## src/rtl/approx_mul_err_monitor_if.sv

```systemverilog
// rtl/approx_mul_err_monitor_if.sv - sample handshake bus feeding the approximate-multiplier error monitor
interface approx_mul_err_monitor_if #(
    parameter int WIDTH = 8
);
    logic               in_valid;
    logic               in_ready;
    logic [WIDTH-1:0]   op_a;
    logic [WIDTH-1:0]   op_b;
    logic [2*WIDTH-1:0] approx_prod;

    modport master (output in_valid, output op_a, output op_b, output approx_prod, input in_ready);
    modport slave  (input in_valid, input op_a, input op_b, input approx_prod, output in_ready);
endinterface

```

## src/rtl/approx_mul_err_monitor.sv

```systemverilog
// rtl/approx_mul_err_monitor.sv - error statistics over a run of approximate 8x8 products
// Optional worst-case operand capture is enabled by defining ERR_MON_WORST_CASE_EN.
module approx_mul_err_monitor #(
    parameter int WIDTH       = 8,
    parameter int NUM_SAMPLES = 65536,
    parameter int ACC_W       = 48,
    parameter int CNT_W       = 17
) (
    input  logic                    clk,
    input  logic                    rst_n,
    input  logic                    start,
    approx_mul_err_monitor_if.slave in_if,
    output logic                    busy,
    output logic                    done,
    output logic [CNT_W-1:0]        sample_cnt,
    output logic [CNT_W-1:0]        mismatch_cnt,
    output logic [ACC_W-1:0]        sum_err,
    output logic [ACC_W-1:0]        sum_sq_err,
    output logic [2*WIDTH:0]        max_abs_err
`ifdef ERR_MON_WORST_CASE_EN
    ,
    output logic [WIDTH-1:0]        worst_a,
    output logic [WIDTH-1:0]        worst_b,
    output logic [2*WIDTH-1:0]      worst_approx
`endif
);
    localparam int PW = 2 * WIDTH;
    localparam int EW = PW + 1;
    localparam int SW = 2 * EW;
    localparam logic [CNT_W-1:0] N_LIM = CNT_W'(NUM_SAMPLES);

    typedef enum logic [1:0] {S_IDLE, S_RUN, S_DRAIN, S_DONE} state_t;

    state_t             state_q, state_d;
    logic [CNT_W-1:0]   issued_q, issued_d;
    logic               s1_vld_q, s1_vld_d, s2_vld_q, s2_vld_d, s3_vld_q, s3_vld_d;
    logic [WIDTH-1:0]   s1_a_q, s1_a_d, s1_b_q, s1_b_d;
    logic [PW-1:0]      s1_p_q, s1_p_d;
    logic [EW-1:0]      s2_err_q, s2_err_d, s2_abs_q, s2_abs_d;
    logic [EW-1:0]      s3_err_q, s3_err_d, s3_abs_q, s3_abs_d;
    logic [SW-1:0]      s3_sq_q, s3_sq_d;
    logic [CNT_W-1:0]   sample_cnt_q, sample_cnt_d, mismatch_cnt_q, mismatch_cnt_d;
    logic [ACC_W-1:0]   sum_err_q, sum_err_d, sum_sq_q, sum_sq_d;
    logic [EW-1:0]      max_abs_q, max_abs_d;
`ifdef ERR_MON_WORST_CASE_EN
    logic [WIDTH-1:0]   s2_a_q, s2_a_d, s2_b_q, s2_b_d, s3_a_q, s3_a_d, s3_b_q, s3_b_d;
    logic [PW-1:0]      s2_p_q, s2_p_d, s3_p_q, s3_p_d;
    logic [WIDTH-1:0]   worst_a_q, worst_a_d, worst_b_q, worst_b_d;
    logic [PW-1:0]      worst_p_q, worst_p_d;
`endif

    logic               in_ready, hs;
    logic [PW-1:0]      exact_c;
    logic [EW-1:0]      err_c, abs_c;
    logic [ACC_W:0]     sum_ext, sq_ext;

    assign in_ready       = (state_q == S_RUN) && (issued_q < N_LIM);
    assign hs             = in_if.in_valid && in_ready && !start;
    assign in_if.in_ready = in_ready;

    assign exact_c = PW'(s1_a_q) * PW'(s1_b_q);
    assign err_c   = {1'b0, s1_p_q} - {1'b0, exact_c};
    assign abs_c   = err_c[EW-1] ? (~err_c + EW'(1)) : err_c;

    // One guard bit above each accumulator detects overflow for saturation.
    assign sum_ext = {sum_err_q[ACC_W-1], sum_err_q} + {{(ACC_W+1-EW){s3_err_q[EW-1]}}, s3_err_q};
    assign sq_ext  = {1'b0, sum_sq_q} + {{(ACC_W+1-SW){1'b0}}, s3_sq_q};

    always_comb begin
        state_d        = state_q;
        issued_d       = issued_q;
        s1_vld_d       = hs;
        s1_a_d         = s1_a_q;
        s1_b_d         = s1_b_q;
        s1_p_d         = s1_p_q;
        s2_vld_d       = s1_vld_q;
        s2_err_d       = err_c;
        s2_abs_d       = abs_c;
        s3_vld_d       = s2_vld_q;
        s3_err_d       = s2_err_q;
        s3_abs_d       = s2_abs_q;
        s3_sq_d        = SW'(s2_abs_q) * SW'(s2_abs_q);
        sample_cnt_d   = sample_cnt_q;
        mismatch_cnt_d = mismatch_cnt_q;
        sum_err_d      = sum_err_q;
        sum_sq_d       = sum_sq_q;
        max_abs_d      = max_abs_q;
`ifdef ERR_MON_WORST_CASE_EN
        s2_a_d    = s1_a_q;
        s2_b_d    = s1_b_q;
        s2_p_d    = s1_p_q;
        s3_a_d    = s2_a_q;
        s3_b_d    = s2_b_q;
        s3_p_d    = s2_p_q;
        worst_a_d = worst_a_q;
        worst_b_d = worst_b_q;
        worst_p_d = worst_p_q;
`endif

        if (hs) begin
            s1_a_d   = in_if.op_a;
            s1_b_d   = in_if.op_b;
            s1_p_d   = in_if.approx_prod;
            issued_d = issued_q + CNT_W'(1);
        end

        if (s3_vld_q) begin
            sample_cnt_d = sample_cnt_q + CNT_W'(1);
            if (s3_err_q != '0)
                mismatch_cnt_d = mismatch_cnt_q + CNT_W'(1);
            if (sum_ext[ACC_W] != sum_ext[ACC_W-1])
                sum_err_d = sum_ext[ACC_W] ? {1'b1, {(ACC_W-1){1'b0}}} : {1'b0, {(ACC_W-1){1'b1}}};
            else
                sum_err_d = sum_ext[ACC_W-1:0];
            sum_sq_d = sq_ext[ACC_W] ? {ACC_W{1'b1}} : sq_ext[ACC_W-1:0];
            // Strict compare: the first sample reaching a new maximum is kept on ties.
            if (s3_abs_q > max_abs_q) begin
                max_abs_d = s3_abs_q;
`ifdef ERR_MON_WORST_CASE_EN
                worst_a_d = s3_a_q;
                worst_b_d = s3_b_q;
                worst_p_d = s3_p_q;
`endif
            end
        end

        case (state_q)
            S_RUN:   if (issued_q == N_LIM) state_d = S_DRAIN;
            S_DRAIN: if (!(s1_vld_q || s2_vld_q || s3_vld_q)) state_d = S_DONE;
            default: state_d = state_q;
        endcase

        if (start) begin
            state_d        = S_RUN;
            issued_d       = '0;
            s1_vld_d       = 1'b0;
            s2_vld_d       = 1'b0;
            s3_vld_d       = 1'b0;
            sample_cnt_d   = '0;
            mismatch_cnt_d = '0;
            sum_err_d      = '0;
            sum_sq_d       = '0;
            max_abs_d      = '0;
`ifdef ERR_MON_WORST_CASE_EN
            worst_a_d = '0;
            worst_b_d = '0;
            worst_p_d = '0;
`endif
        end
    end

    always_ff @(posedge clk) begin
        if (!rst_n) begin
            state_q        <= S_IDLE;
            issued_q       <= '0;
            s1_vld_q       <= 1'b0;
            s2_vld_q       <= 1'b0;
            s3_vld_q       <= 1'b0;
            s1_a_q         <= '0;
            s1_b_q         <= '0;
            s1_p_q         <= '0;
            s2_err_q       <= '0;
            s2_abs_q       <= '0;
            s3_err_q       <= '0;
            s3_abs_q       <= '0;
            s3_sq_q        <= '0;
            sample_cnt_q   <= '0;
            mismatch_cnt_q <= '0;
            sum_err_q      <= '0;
            sum_sq_q       <= '0;
            max_abs_q      <= '0;
`ifdef ERR_MON_WORST_CASE_EN
            s2_a_q    <= '0;
            s2_b_q    <= '0;
            s2_p_q    <= '0;
            s3_a_q    <= '0;
            s3_b_q    <= '0;
            s3_p_q    <= '0;
            worst_a_q <= '0;
            worst_b_q <= '0;
            worst_p_q <= '0;
`endif
        end else begin
            state_q        <= state_d;
            issued_q       <= issued_d;
            s1_vld_q       <= s1_vld_d;
            s2_vld_q       <= s2_vld_d;
            s3_vld_q       <= s3_vld_d;
            s1_a_q         <= s1_a_d;
            s1_b_q         <= s1_b_d;
            s1_p_q         <= s1_p_d;
            s2_err_q       <= s2_err_d;
            s2_abs_q       <= s2_abs_d;
            s3_err_q       <= s3_err_d;
            s3_abs_q       <= s3_abs_d;
            s3_sq_q        <= s3_sq_d;
            sample_cnt_q   <= sample_cnt_d;
            mismatch_cnt_q <= mismatch_cnt_d;
            sum_err_q      <= sum_err_d;
            sum_sq_q       <= sum_sq_d;
            max_abs_q      <= max_abs_d;
`ifdef ERR_MON_WORST_CASE_EN
            s2_a_q    <= s2_a_d;
            s2_b_q    <= s2_b_d;
            s2_p_q    <= s2_p_d;
            s3_a_q    <= s3_a_d;
            s3_b_q    <= s3_b_d;
            s3_p_q    <= s3_p_d;
            worst_a_q <= worst_a_d;
            worst_b_q <= worst_b_d;
            worst_p_q <= worst_p_d;
`endif
        end
    end

    assign busy         = (state_q == S_RUN) || (state_q == S_DRAIN);
    assign done         = (state_q == S_DONE);
    assign sample_cnt   = sample_cnt_q;
    assign mismatch_cnt = mismatch_cnt_q;
    assign sum_err      = sum_err_q;
    assign sum_sq_err   = sum_sq_q;
    assign max_abs_err  = max_abs_q;
`ifdef ERR_MON_WORST_CASE_EN
    assign worst_a      = worst_a_q;
    assign worst_b      = worst_b_q;
    assign worst_approx = worst_p_q;
`endif
endmodule

```

## src/flat_wrapper.sv

```systemverilog
// flat-port wrapper written by rule: the top's interface ports become plain ports
module approx_mul_err_monitor_flat 
#(
    parameter int WIDTH       = 8,
    parameter int NUM_SAMPLES = 65536,
    parameter int ACC_W       = 48,
    parameter int CNT_W       = 17
)
  (clk, rst_n, start, busy, done, sample_cnt, mismatch_cnt, sum_err, sum_sq_err, max_abs_err, in_if_in_valid, in_if_op_a, in_if_op_b, in_if_approx_prod, in_if_in_ready);
  approx_mul_err_monitor_if #(.WIDTH(WIDTH)) in_if_i ();
  input  logic clk;
  input  logic rst_n;
  input  logic start;
  output logic busy;
  output logic done;
  output logic [CNT_W-1:0] sample_cnt;
  output logic [CNT_W-1:0] mismatch_cnt;
  output logic [ACC_W-1:0] sum_err;
  output logic [ACC_W-1:0] sum_sq_err;
  output logic [2*WIDTH:0] max_abs_err;
  input wire logic [$bits(in_if_i.in_valid)-1:0] in_if_in_valid;
  input wire logic [$bits(in_if_i.op_a)-1:0] in_if_op_a;
  input wire logic [$bits(in_if_i.op_b)-1:0] in_if_op_b;
  input wire logic [$bits(in_if_i.approx_prod)-1:0] in_if_approx_prod;
  output wire logic [$bits(in_if_i.in_ready)-1:0] in_if_in_ready;
  assign in_if_i.in_valid = in_if_in_valid;
  assign in_if_i.op_a = in_if_op_a;
  assign in_if_i.op_b = in_if_op_b;
  assign in_if_i.approx_prod = in_if_approx_prod;
  assign in_if_in_ready = in_if_i.in_ready;
  approx_mul_err_monitor #(.WIDTH(WIDTH), .NUM_SAMPLES(NUM_SAMPLES), .ACC_W(ACC_W), .CNT_W(CNT_W)) u_core (.clk(clk), .rst_n(rst_n), .start(start), .in_if(in_if_i), .busy(busy), .done(done), .sample_cnt(sample_cnt), .mismatch_cnt(mismatch_cnt), .sum_err(sum_err), .sum_sq_err(sum_sq_err), .max_abs_err(max_abs_err));
endmodule
```

## config.mk

```make
export PLATFORM = sky130hd
export DESIGN_NAME = approx_mul_err_monitor_flat
export DESIGN_NICKNAME = d
export VERILOG_FILES = /design/src/rtl/approx_mul_err_monitor_if.sv /design/src/rtl/approx_mul_err_monitor.sv /design/src/flat_wrapper.sv
export SDC_FILE = /design/constraint.sdc
export NUM_CORES = 1
export LEC_CHECK = 0
export BUFFER_PORTS_ARGS = -buffer_cell sky130_fd_sc_hd__buf_2
export CORE_UTILIZATION = 31
export DETAILED_ROUTE_END_ITERATION = 8
export GPL_ROUTABILITY_DRIVEN = 0
export GPL_TIMING_DRIVEN = 0
export PLACE_DENSITY = 0.49
export SLEW_MARGIN = 10
export SYNTH_ARGS = -nofsm -noshare
export SYNTH_HDL_FRONTEND = slang
export SYNTH_SLANG_ARGS = --single-unit
```

## constraint.sdc

```tcl
create_clock -name clk -period 8 [get_ports clk]
set_clock_uncertainty 0.2 [all_clocks]
set_input_delay 0.8 -clock clk [delete_from_list [all_inputs] [get_ports clk]]
set_output_delay 0.8 -clock clk [all_outputs]
set_load 0.02 [all_outputs]
```

==> flow_summary.toml <==
[power_and_ir_drop]
power_leakage_nw = 14.4
power.density_nw_per_um2 = 187
p_int_w = 0.00349
ir_drop_uv = 116
comb_power_share = 0.380
swShare = 0.383
p_seq_frac = 0.299
p_switching_w = 0.00216
p_clk_frac = 0.321

[logic_synthesis]
synth_edf_count = 0
syn_inst = 3117
synthesis.area_um2 = 26600
syn_nets = 3647
syn_avg_cell_area_um2 = 8.52
yosysSeqAreaShare = 0.225
ys_types = 90
async_flop_share = 0
ys.flop_type = "dfxtp_1"
yosysWarnings = 0
synth-seq-cells = 299

[clock_network]
post_cts_buffers = 0
cts_root_buf = "clkbuf_16"
clkTransAtPathRegs_ns = 0.06
clockBufferDepth = 3
cts_tree = "built"
clock_latency_ns = 0.58
postCtsHoldBufs = 0
cts_resized = 0
cts_num_sinks = 299
cts_buffers = 39
cts_max_level = 2

[floorplanning]
ios = 186
die_h_um = 295
rows = 106
initial_core_util = 0.315
die_area_um2 = 86900
die_w_um = 295
core-area_um2 = 84200

[cells_and_area]
layoutNonFillerInstCount = 4507
post-route-cell-area_um2 = 30300
layout-drive-gt1-share = 0.103
syn2layout_area_growth_pct = 13.9
nets = 3874
diodes = 0

[drt]
routed_wl_um = 77500
drc = 0
drt_pre_antenna_iters = 5
drt-wirelength-per-cell_um = 17.2
dr.first_iter.drc_count = 1121
viasPerCell = 4.80
route.antenna.remaining_nets = 0
num_vias = 21600

[grt]
grt_pass1_wl_um = 123000
grt_pass1_vias = 22100
grt_overflow = 0
antenna_found_initial = 1
grt_usage = 0.181
grt_start_max_net_pins = 34

[timing]
fmax_mhz = 133
rsz0062_at_grt = "false"
final.setup.tns_ns = 0
final_max_slew_viol_count = 0
maxSlewHeadroom = 0.270
fin_crit_sh = 0.937
max_slew.worst_pin.slew_ns = 1.09
report.final.hold_viol_count = 0
fin_crit_ns = 7.50
holdWs_ns = 0.220
setup_viol = 0

[worst_setup_path]
cp.arrival_ns = 7.72
crit_type = "reg2reg"
crit_path_max_fanout = 10
worst_setup_path_start_kind = "register"
end_kind = "register"
worstPathRequired_ns = 8.22

[place]
place_area_um2 = 28900
dpl.hpwl_um = 62900
place_inst = 4437
place.port_buffers = 185

[outcome]
outcome = "complete, no violations"

[run]
drv_cap = 0

[worst_hold_path]
hold_path_class = "reg2reg"
cells by family after synthesis:
family | Yosys count | share of synthesized area
flops | 299 | 0.225
xor+xnor | 163 | 0.0544
buf+inv | 550 | 0.0804
compound gates | 635 | 0.158
simple gates | 950 | 0.171
fa+ha+maj | 497 | 0.302
mux | 23 | 0.00876
synthesized netlist by cell type, drive strengths merged, types with 44 or more instances:
cell / count / area [um2]
nor3: 52 / 270
a21oi: 231 / 1170
inv: 420 / 1580
fa: 240 / 4800
dfxtp: 299 / 5990
nor2: 249 / 953
ha: 254 / 3180
xor2: 72 / 631
clkbuf: 102 / 383
nand2: 286 / 1070
and2: 135 / 845
nand3: 54 / 270
xnor2: 91 / 816
a21o: 70 / 526
a211oi: 44 / 440
o21ai: 124 / 624
state kept, by name, summed over array words and instances (netlist names), 2 cells and up:
signal and cells:
u_core.s1_a_q 8, u_core.mismatch_cnt 17, u_core.s2_abs_q 17, u_core.issued_q 17, u_core.s3_err_q 16, u_core.max_abs_err 17, u_core.s1_b_q 8, u_core.s2_err_q 16
u_core.sum_err 48, u_core.sample_cnt 17, u_core.s1_p_q 16, u_core.sum_sq_err 48, u_core.s3_sq_q 33, u_core.state_q 2, u_core.s3_abs_q 16
area by class of cell:
class,count,area [um2]
multi-input combinational,2268,18400
clock inverter,17,178
clock buffer,53,1150
sequential,299,5990
buffer,130,561
inverter,420,1580
fill,8858,54000
timing repair buffer,186,946
tap,1134,1420
worst max-delay path: stages, from the launching register on:
cell	delay (ns)
dfxtp_1	0.37
clkbuf_1	0.41
clkbuf_1	0.57
nand2_1	0.20
fa_1	0.55
fa_1	0.53
fa_1	0.51
inv_1	0.05
fa_1	0.51
fa_1	0.50
inv_1	0.05
fa_1	0.47
inv_1	0.05
ha_1	0.34
a21oi_1	0.20
nor2b_1	0.06
o21ai_0	0.24
a21oi_1	0.12
a311o_1	0.40
a211o_1	0.33
a311oi_1	0.35
o21bai_1	0.12
xnor2_1	0.14
nor2_1	0.07
metal layers:
metal / track usage / vias up / wire [um]
li1: - / 10800 / -
met1: 0.241 / 10300 / 36200
met2: 0.297 / 421 / 34900
met3: 0.0301 / 107 / 4050
met4: 0.0551 / 2 / 2250
met5: 0 / - / 10
cell usage in the layout (no fill, tap or decap), types with 19 or more instances in the layout:
cell,count
a21oi_1,226
nand4_1,30
fa_1,240
nor3_1,50
clkbuf_16,40
nor2b_1,24
o21ai_1,19
clkbuf_1,105
nor2_1,247
nand2b_1,29
and3_1,34
xor2_1,72
a211oi_2,22
o21ai_0,104
nand3_1,54
a211oi_1,22
a31oi_1,30
a21o_1,70
dfxtp_1,298
xnor2_1,90
and2_1,135
buf_2,204
inv_1,419
mux2i_1,21
nand2_1,286
ha_1,254
per-stage QoR:
stage	total power (W)	worst slack [ns]	util
after floorplan	0.00324	1.75	-
after global placement	0.00388	0.413	0.343
after detailed placement	0.00388	0.471	0.344
after CTS	0.00573	0.432	0.359
after global routing	0.00608	0.0947	0.359
final	0.00565	0.501	0.359
worst paths after layout:
path	from	slack, ns	end	cells after the start
min	u_core.s2_err_q[6]	0.22	u_core.s3_err_q[6]	1
max	u_core.s2_abs_q[14]	0.50	u_core.s3_sq_q[32]	23
min reg2reg	u_core.s2_err_q[6]	0.22	u_core.s3_err_q[6]	1
max reg2reg	u_core.s2_abs_q[14]	0.50	u_core.s3_sq_q[32]	23
power groups by stage:
stage                     logic [W]  clock network [W]  registers (W)
after global routing        0.00246            0.00193        0.00170
after global placement      0.00215                  0        0.00173
after floorplan             0.00157                  0        0.00167
final                       0.00214            0.00181        0.00169
after CTS                   0.00218            0.00186        0.00169
after detailed placement    0.00216                  0        0.00172
No activity file was read; power rests on OpenSTA's default activity.
